===== config.mk =====
export PLATFORM = sky130hd
export DESIGN_NAME = lsu_dcache_port
export DESIGN_NICKNAME = d
export VERILOG_FILES = /design/src/rtl/lsu_pkg.sv /design/src/rtl/lsu_load_extend.sv /design/src/rtl/lsu_dcache_port.sv
export SDC_FILE = /design/constraint.sdc
export NUM_CORES = 1
export LEC_CHECK = 0
export ABC_CLOCK_PERIOD_IN_PS = 2000
export BUFFER_PORTS_ARGS = -buffer_cell sky130_fd_sc_hd__buf_2
export CAP_MARGIN = 30
export CORE_MARGIN = 4
export CORE_UTILIZATION = 48
export CTS_CLUSTER_SIZE = 12
export DETAILED_ROUTE_END_ITERATION = 6
export PLACE_DENSITY = 0.81
export RECOVER_POWER = 25
export SYNTH_ARGS = -nofsm -noshare
export SYNTH_HDL_FRONTEND = slang
export SYNTH_SLANG_ARGS = --single-unit

===== constraint.sdc =====
create_clock -name clk -period 2 [get_ports clk]
set_input_delay 0.5 -clock clk [delete_from_list [all_inputs] [get_ports clk]]
set_output_delay 0.5 -clock clk [all_outputs]
set_load 0.01 [all_outputs]

===== src/rtl/lsu_pkg.sv =====
// Shared definitions for the LSU data-cache port: RV32I funct3 codes, FSM states,
// and helpers for byte-lane strobes and funct3 legality.
package lsu_pkg;

  localparam logic [2:0] F3_LB  = 3'b000;
  localparam logic [2:0] F3_LH  = 3'b001;
  localparam logic [2:0] F3_LW  = 3'b010;
  localparam logic [2:0] F3_LBU = 3'b100;
  localparam logic [2:0] F3_LHU = 3'b101;
  localparam logic [2:0] F3_SB  = 3'b000;
  localparam logic [2:0] F3_SH  = 3'b001;
  localparam logic [2:0] F3_SW  = 3'b010;

  typedef enum logic [1:0] {
    IDLE = 2'd0,
    REQ  = 2'd1,
    RESP = 2'd2
  } state_t;

  // funct3[1:0] encodes access size for both loads and stores
  function automatic logic [3:0] lane_strobe(input logic [2:0] funct3, input logic [1:0] lane);
    case (funct3[1:0])
      2'b00:   return 4'b0001 << lane;
      2'b01:   return 4'b0011 << {lane[1], 1'b0};
      default: return 4'b1111;
    endcase
  endfunction

  function automatic logic funct3_legal(input logic store, input logic [2:0] funct3);
    if (store) return funct3 inside {F3_SB, F3_SH, F3_SW};
    return funct3 inside {F3_LB, F3_LH, F3_LW, F3_LBU, F3_LHU};
  endfunction

endpackage


===== src/rtl/lsu_load_extend.sv =====
// Combinational load lane select and sign/zero extension for RV32I loads.
module lsu_load_extend
  import lsu_pkg::*;
(
  input  logic [2:0]  funct3,
  input  logic [1:0]  lane,
  input  logic [31:0] word,
  output logic [31:0] result
);

  logic [7:0]  sel_byte;
  logic [15:0] sel_half;

  always_comb begin
    sel_byte = word[7:0];
    case (lane)
      2'd0: sel_byte = word[7:0];
      2'd1: sel_byte = word[15:8];
      2'd2: sel_byte = word[23:16];
      2'd3: sel_byte = word[31:24];
      default: sel_byte = word[7:0];
    endcase
    sel_half = lane[1] ? word[31:16] : word[15:0];
  end

  always_comb begin
    result = word;
    case (funct3)
      F3_LB:   result = {{24{sel_byte[7]}}, sel_byte};
      F3_LBU:  result = {24'h0, sel_byte};
      F3_LH:   result = {{16{sel_half[15]}}, sel_half};
      F3_LHU:  result = {16'h0, sel_half};
      default: result = word;
    endcase
  end

endmodule


===== src/rtl/lsu_dcache_port.sv =====
// Blocking single-outstanding LSU front end driving the data-cache CPU port.
// Define LSU_MISALIGN_TRAP_EN to report misaligned half/word accesses as errors.
module lsu_dcache_port
  import lsu_pkg::*;
#(
  parameter int ADDR_W = 16,
  parameter int DATA_W = 32
) (
  input  logic              clk,
  input  logic              rst,
  input  logic              req_valid,
  output logic              req_ready,
  input  logic              req_store,
  input  logic [2:0]        req_funct3,
  input  logic [31:0]       req_addr,
  input  logic [DATA_W-1:0] req_wdata,
  output logic              resp_valid,
  output logic [DATA_W-1:0] resp_rdata,
  output logic              resp_err,
  output logic [ADDR_W-1:0] cache_addr,
  output logic [DATA_W-1:0] cache_din,
  output logic              cache_rd,
  output logic [3:0]        cache_wr,
  input  logic [DATA_W-1:0] cache_q,
  input  logic              cache_data_ready
);

  state_t state, state_next;

  logic        op_store;
  logic [2:0]  op_funct3;
  logic [1:0]  op_lane;
  logic        misaligned;
  logic        bad_req;
  logic [31:0] store_data;
  logic [31:0] load_result;
  logic        unused_addr_bits;

  assign unused_addr_bits = ^req_addr[31:ADDR_W];

`ifdef LSU_MISALIGN_TRAP_EN
  assign misaligned = ((req_funct3[1:0] == 2'b01) && req_addr[0]) ||
                      ((req_funct3[1:0] == 2'b10) && (req_addr[1:0] != 2'b00));
`else
  assign misaligned = 1'b0;
`endif

  assign bad_req = !funct3_legal(req_store, req_funct3) || misaligned;

  always_comb begin
    case (req_funct3[1:0])
      2'b00:   store_data = {4{req_wdata[7:0]}};
      2'b01:   store_data = {2{req_wdata[15:0]}};
      default: store_data = req_wdata;
    endcase
  end

  lsu_load_extend u_extend (
    .funct3 (op_funct3),
    .lane   (op_lane),
    .word   (cache_q),
    .result (load_result)
  );

  always_comb begin
    state_next = state;
    req_ready  = (state == IDLE) && !rst;
    resp_valid = (state == RESP);
    case (state)
      IDLE:    if (req_valid) state_next = bad_req ? RESP : REQ;
      REQ:     if (cache_data_ready) state_next = RESP;
      RESP:    state_next = IDLE;
      default: state_next = IDLE;
    endcase
  end

  // Cache port and response fields are registered so they stay stable for the whole wait
  always_ff @(posedge clk) begin
    if (rst) begin
      state      <= IDLE;
      op_store   <= 1'b0;
      op_funct3  <= 3'b000;
      op_lane    <= 2'b00;
      resp_rdata <= '0;
      resp_err   <= 1'b0;
      cache_addr <= '0;
      cache_din  <= '0;
      cache_rd   <= 1'b0;
      cache_wr   <= 4'b0000;
    end else begin
      state <= state_next;
      case (state)
        IDLE: begin
          if (req_valid) begin
            op_store  <= req_store;
            op_funct3 <= req_funct3;
            op_lane   <= req_addr[1:0];
            if (bad_req) begin
              resp_err   <= 1'b1;
              resp_rdata <= '0;
            end else begin
              cache_addr <= {req_addr[ADDR_W-1:2], 2'b00};
              cache_rd   <= !req_store;
              cache_wr   <= req_store ? lane_strobe(req_funct3, req_addr[1:0]) : 4'b0000;
              cache_din  <= req_store ? store_data : '0;
            end
          end
        end
        REQ: begin
          if (cache_data_ready) begin
            cache_rd   <= 1'b0;
            cache_wr   <= 4'b0000;
            resp_rdata <= op_store ? '0 : load_result;
          end
        end
        RESP: begin
          resp_rdata <= '0;
          resp_err   <= 1'b0;
        end
        default: ;
      endcase
    end
  end

endmodule

==> run_results.csv <==
group,metric,value,unit
status,status,"finished clean",
setup_path,crit_path_max_incr_delay,530,ps
floorplan,core-area,0.00876,mm^2
power,total_power,3830,uW
power,vdd_ir_drop_max,360,uV
drt,drt-initial-drc-count,197,
setup_path,r2r-end,"resp_rdata[9]",
floorplan,die_w,103,um
setup_path,crit_fanout,9,
drt,route.detailed.drc,0,
setup_path,cp-startpoint,"state[0]",
clocking,clk_pin_slew,90,ps
setup_path,critPathBufInv,1,
grt,track_usage,0.242,
synthesis,ys_types,48,
worst_hold_path,hold_class,"in -> reg",
sta,period_minus_slack,1840,ps
clocking,clk_root_buffer_cell,"clkbuf_8",
sta,slew_viol_final,0,
finish,area_growth,25.2,%
worst_hold_path,min-delay-start,"req_addr[4]",
clocking,cts_resized,0,
finish,final_common_cell,"buf_2",
synthesis,synth-seq-cells,92,
synthesis,avgSynthCellArea,8.79,um^2
drt,vias_per_cell,5.66,
clocking,clk_latency,360,ps
run,drv_cap,0,
power,powerDensity,702,mW/mm^2
clocking,post_cts.repair.setup_buffers,0,
drt,vias,4348,
synthesis,synth_edf_count,0,
finish,drive_gt1_frac,0.289,
clocking,cts.sinks,92,
setup_path,crit_type,"reg -> out",
sta,fmax,0.543,GHz
setup_path,crit_chain,"and2b_1, buf_2",
sta,fin_skew,9.35,ps
synthesis,synth_ff_type,"dfxtp_1",
setup_path,critPathCaptureType,"output port",
floorplan,start_util,0.497,
finish,n_antenna_cell,0,
floorplan,row_count,34,
worst_hold_path,hold-path-endpoint,"cache_addr[4]",
sta,worstMarginPinSlew,931,ps
clocking,cts.htree.levels,3,
floorplan,die_area,0.0107,mm^2
grt,grt_max_degree,60,
grt,grt.overflow.total,0,
placed_design,io_buffers,173,
placed_design,gp_congestion,0.914,
sta,slew_headroom,0.377,
drt,dr.pass1.iters,4,
finish,nNetsFinal,759,
setup_path,rr_worst_depth,4,
grt,antenna_found_initial,0,
setup_path,r2r_slack,270,ps
setup_path,startpoint_type,"register",
sta,min_period_over_period,0.921,
sta,finalSetupViolCount,0,
finish,layout_common_cells,"130 x buf_2, 92 x dfxtp_1, 69 x nand2_1",
sta,hold_viol_final,0,
finish,fillers,805,
setup_path,slowest_stage,"dfxtp_1",
sta,setup_tns,0,ps
clocking,cts_hold_buffers,0,
setup_path,r2r-start,"op_lane[1]",
synthesis,synthCells,495,
clocking,clk_path_buf_depth,2,
floorplan,ios,192,
power,p_leak,0.00248,uW
synthesis,yosysWarnings,0,
setup_path,crit_arrival,1340,ps
clocking,cts_tree,"done",
drt,ant_nets,0,
grt,grt_pass1_vias,4142,
drt,wl_per_cell,17.0,um
placed_design,dpl.hpwl,9630,um
clocking,cts_buffers,9,
finish,regArea,0.00184,mm^2
grt,grt_pass1_wl,20300,um
drt,wl,13100,um
sta,rsz0062_at_grt,"false",
synthesis,async_reset_ff_frac,0,
synthesis,synth-seq-area-share,0.423,
worst_hold_path,worstHoldPathCells,3,
synthesis,syn_area,0.00435,mm^2
setup_path,critPathRequiredTime,1500,ps
floorplan,die_h,103,um
finish,multiInputGateArea,0.00223,mm^2
setup_path,crit_family,"flip-flops",
==> Yosys cell counts, drive strengths merged (4+ instances only) <==
| cell type | n | area share |
|---|---|---|
| nand3 | 19 | 0.022 |
| mux2i | 15 | 0.035 |
| a2111o | 6 | 0.016 |
| clkbuf | 18 | 0.016 |
| o22ai | 4 | 0.0057 |
| o21ai | 20 | 0.024 |
| nand2b | 7 | 0.011 |
| a22o | 19 | 0.038 |
| a21o | 17 | 0.029 |
| nor2b | 5 | 0.0072 |
| inv | 21 | 0.018 |
| nor3 | 6 | 0.0080 |
| mux2 | 18 | 0.047 |
| and3 | 13 | 0.019 |
| a211o | 16 | 0.032 |
| a21oi | 57 | 0.069 |
| nand2 | 69 | 0.060 |
| buf | 24 | 0.032 |
| dfxtp | 92 | 0.42 |
| nor2 | 18 | 0.016 |
| a221o | 6 | 0.014 |
| nand3b | 4 | 0.0069 |
==> cell type report <==
| class | count | share of cell area |
|---|---|---|
| inverters | 21 | 0.0145 |
| flip-flops and latches | 92 | 0.338 |
| well taps | 108 | 0.0248 |
| multi-input cells | 341 | 0.410 |
| clock inverters | 6 | 0.00758 |
| clock buffers | 10 | 0.0234 |
| repair buffers | 190 | 0.182 |
==> worst max path at each step <==
stage | cells past startpoint | to
after floorplan | 3 | req_ready
after global placement | 6 | resp_rdata[8]
after detailed placement | 6 | resp_rdata[12]
after CTS | 2 | resp_valid
after global routing | 2 | resp_valid
final | 2 | resp_valid
==> per-stage QoR <==
step	utilization	worst slack, ps	std cells	area, um^2	hold WS [ps]
after global placement	0.609	93.1	752	5330	436
after global routing	0.622	102	768	5450	365
final	0.622	159	768	5450	377
after CTS	0.628	152	768	5500	363
after floorplan	-	335	496	4360	476
after detailed placement	0.609	52.4	752	5330	441
==> power breakdown <==
| part | internal (uW) | switching [uW] |
|---|---|---|
| Clock | 450 | 681 |
| Combinational | 316 | 421 |
| Sequential | 1900 | 53.7 |
| Total | 2670 | 1160 |
==> metal layers <==
metal  global-route usage  share of wire  vias to the layer above
met5                    0              0                        -
met2                0.409           0.48                      191
li1                     -              -                     2078
met1                0.285           0.39                     2040
met3               0.0704          0.096                       39
met4                0.108          0.032                        0
==> cells by family after synthesis <==
| logic type | count (synthesis) | synth area share |
|---|---|---|
| and+or+nand+nor | 150 | 0.177 |
| other | 1 | 0.000862 |
| DFF | 92 | 0.423 |
| buffers and inverters | 63 | 0.0661 |
| muxes | 34 | 0.0863 |
| AOI/OAI and AO/OA | 155 | 0.246 |
==> state kept, by name, summed over array words and instances (netlist names) <==
| register | count |
|---|---|
| cache_din | 32 |
| resp_rdata | 32 |
| cache_addr | 14 |
| cache_wr | 4 |
| op_funct3 | 3 |
| op_lane | 2 |
| state | 2 |
| cache_rd | 1 |
| op_store | 1 |
| resp_err | 1 |
==> worst min-delay path, cell delays in order <==
cell	delay, ps
buf_2	100
nand2_1	50
a21oi_1	50
(Power assumes the default switching activity.)
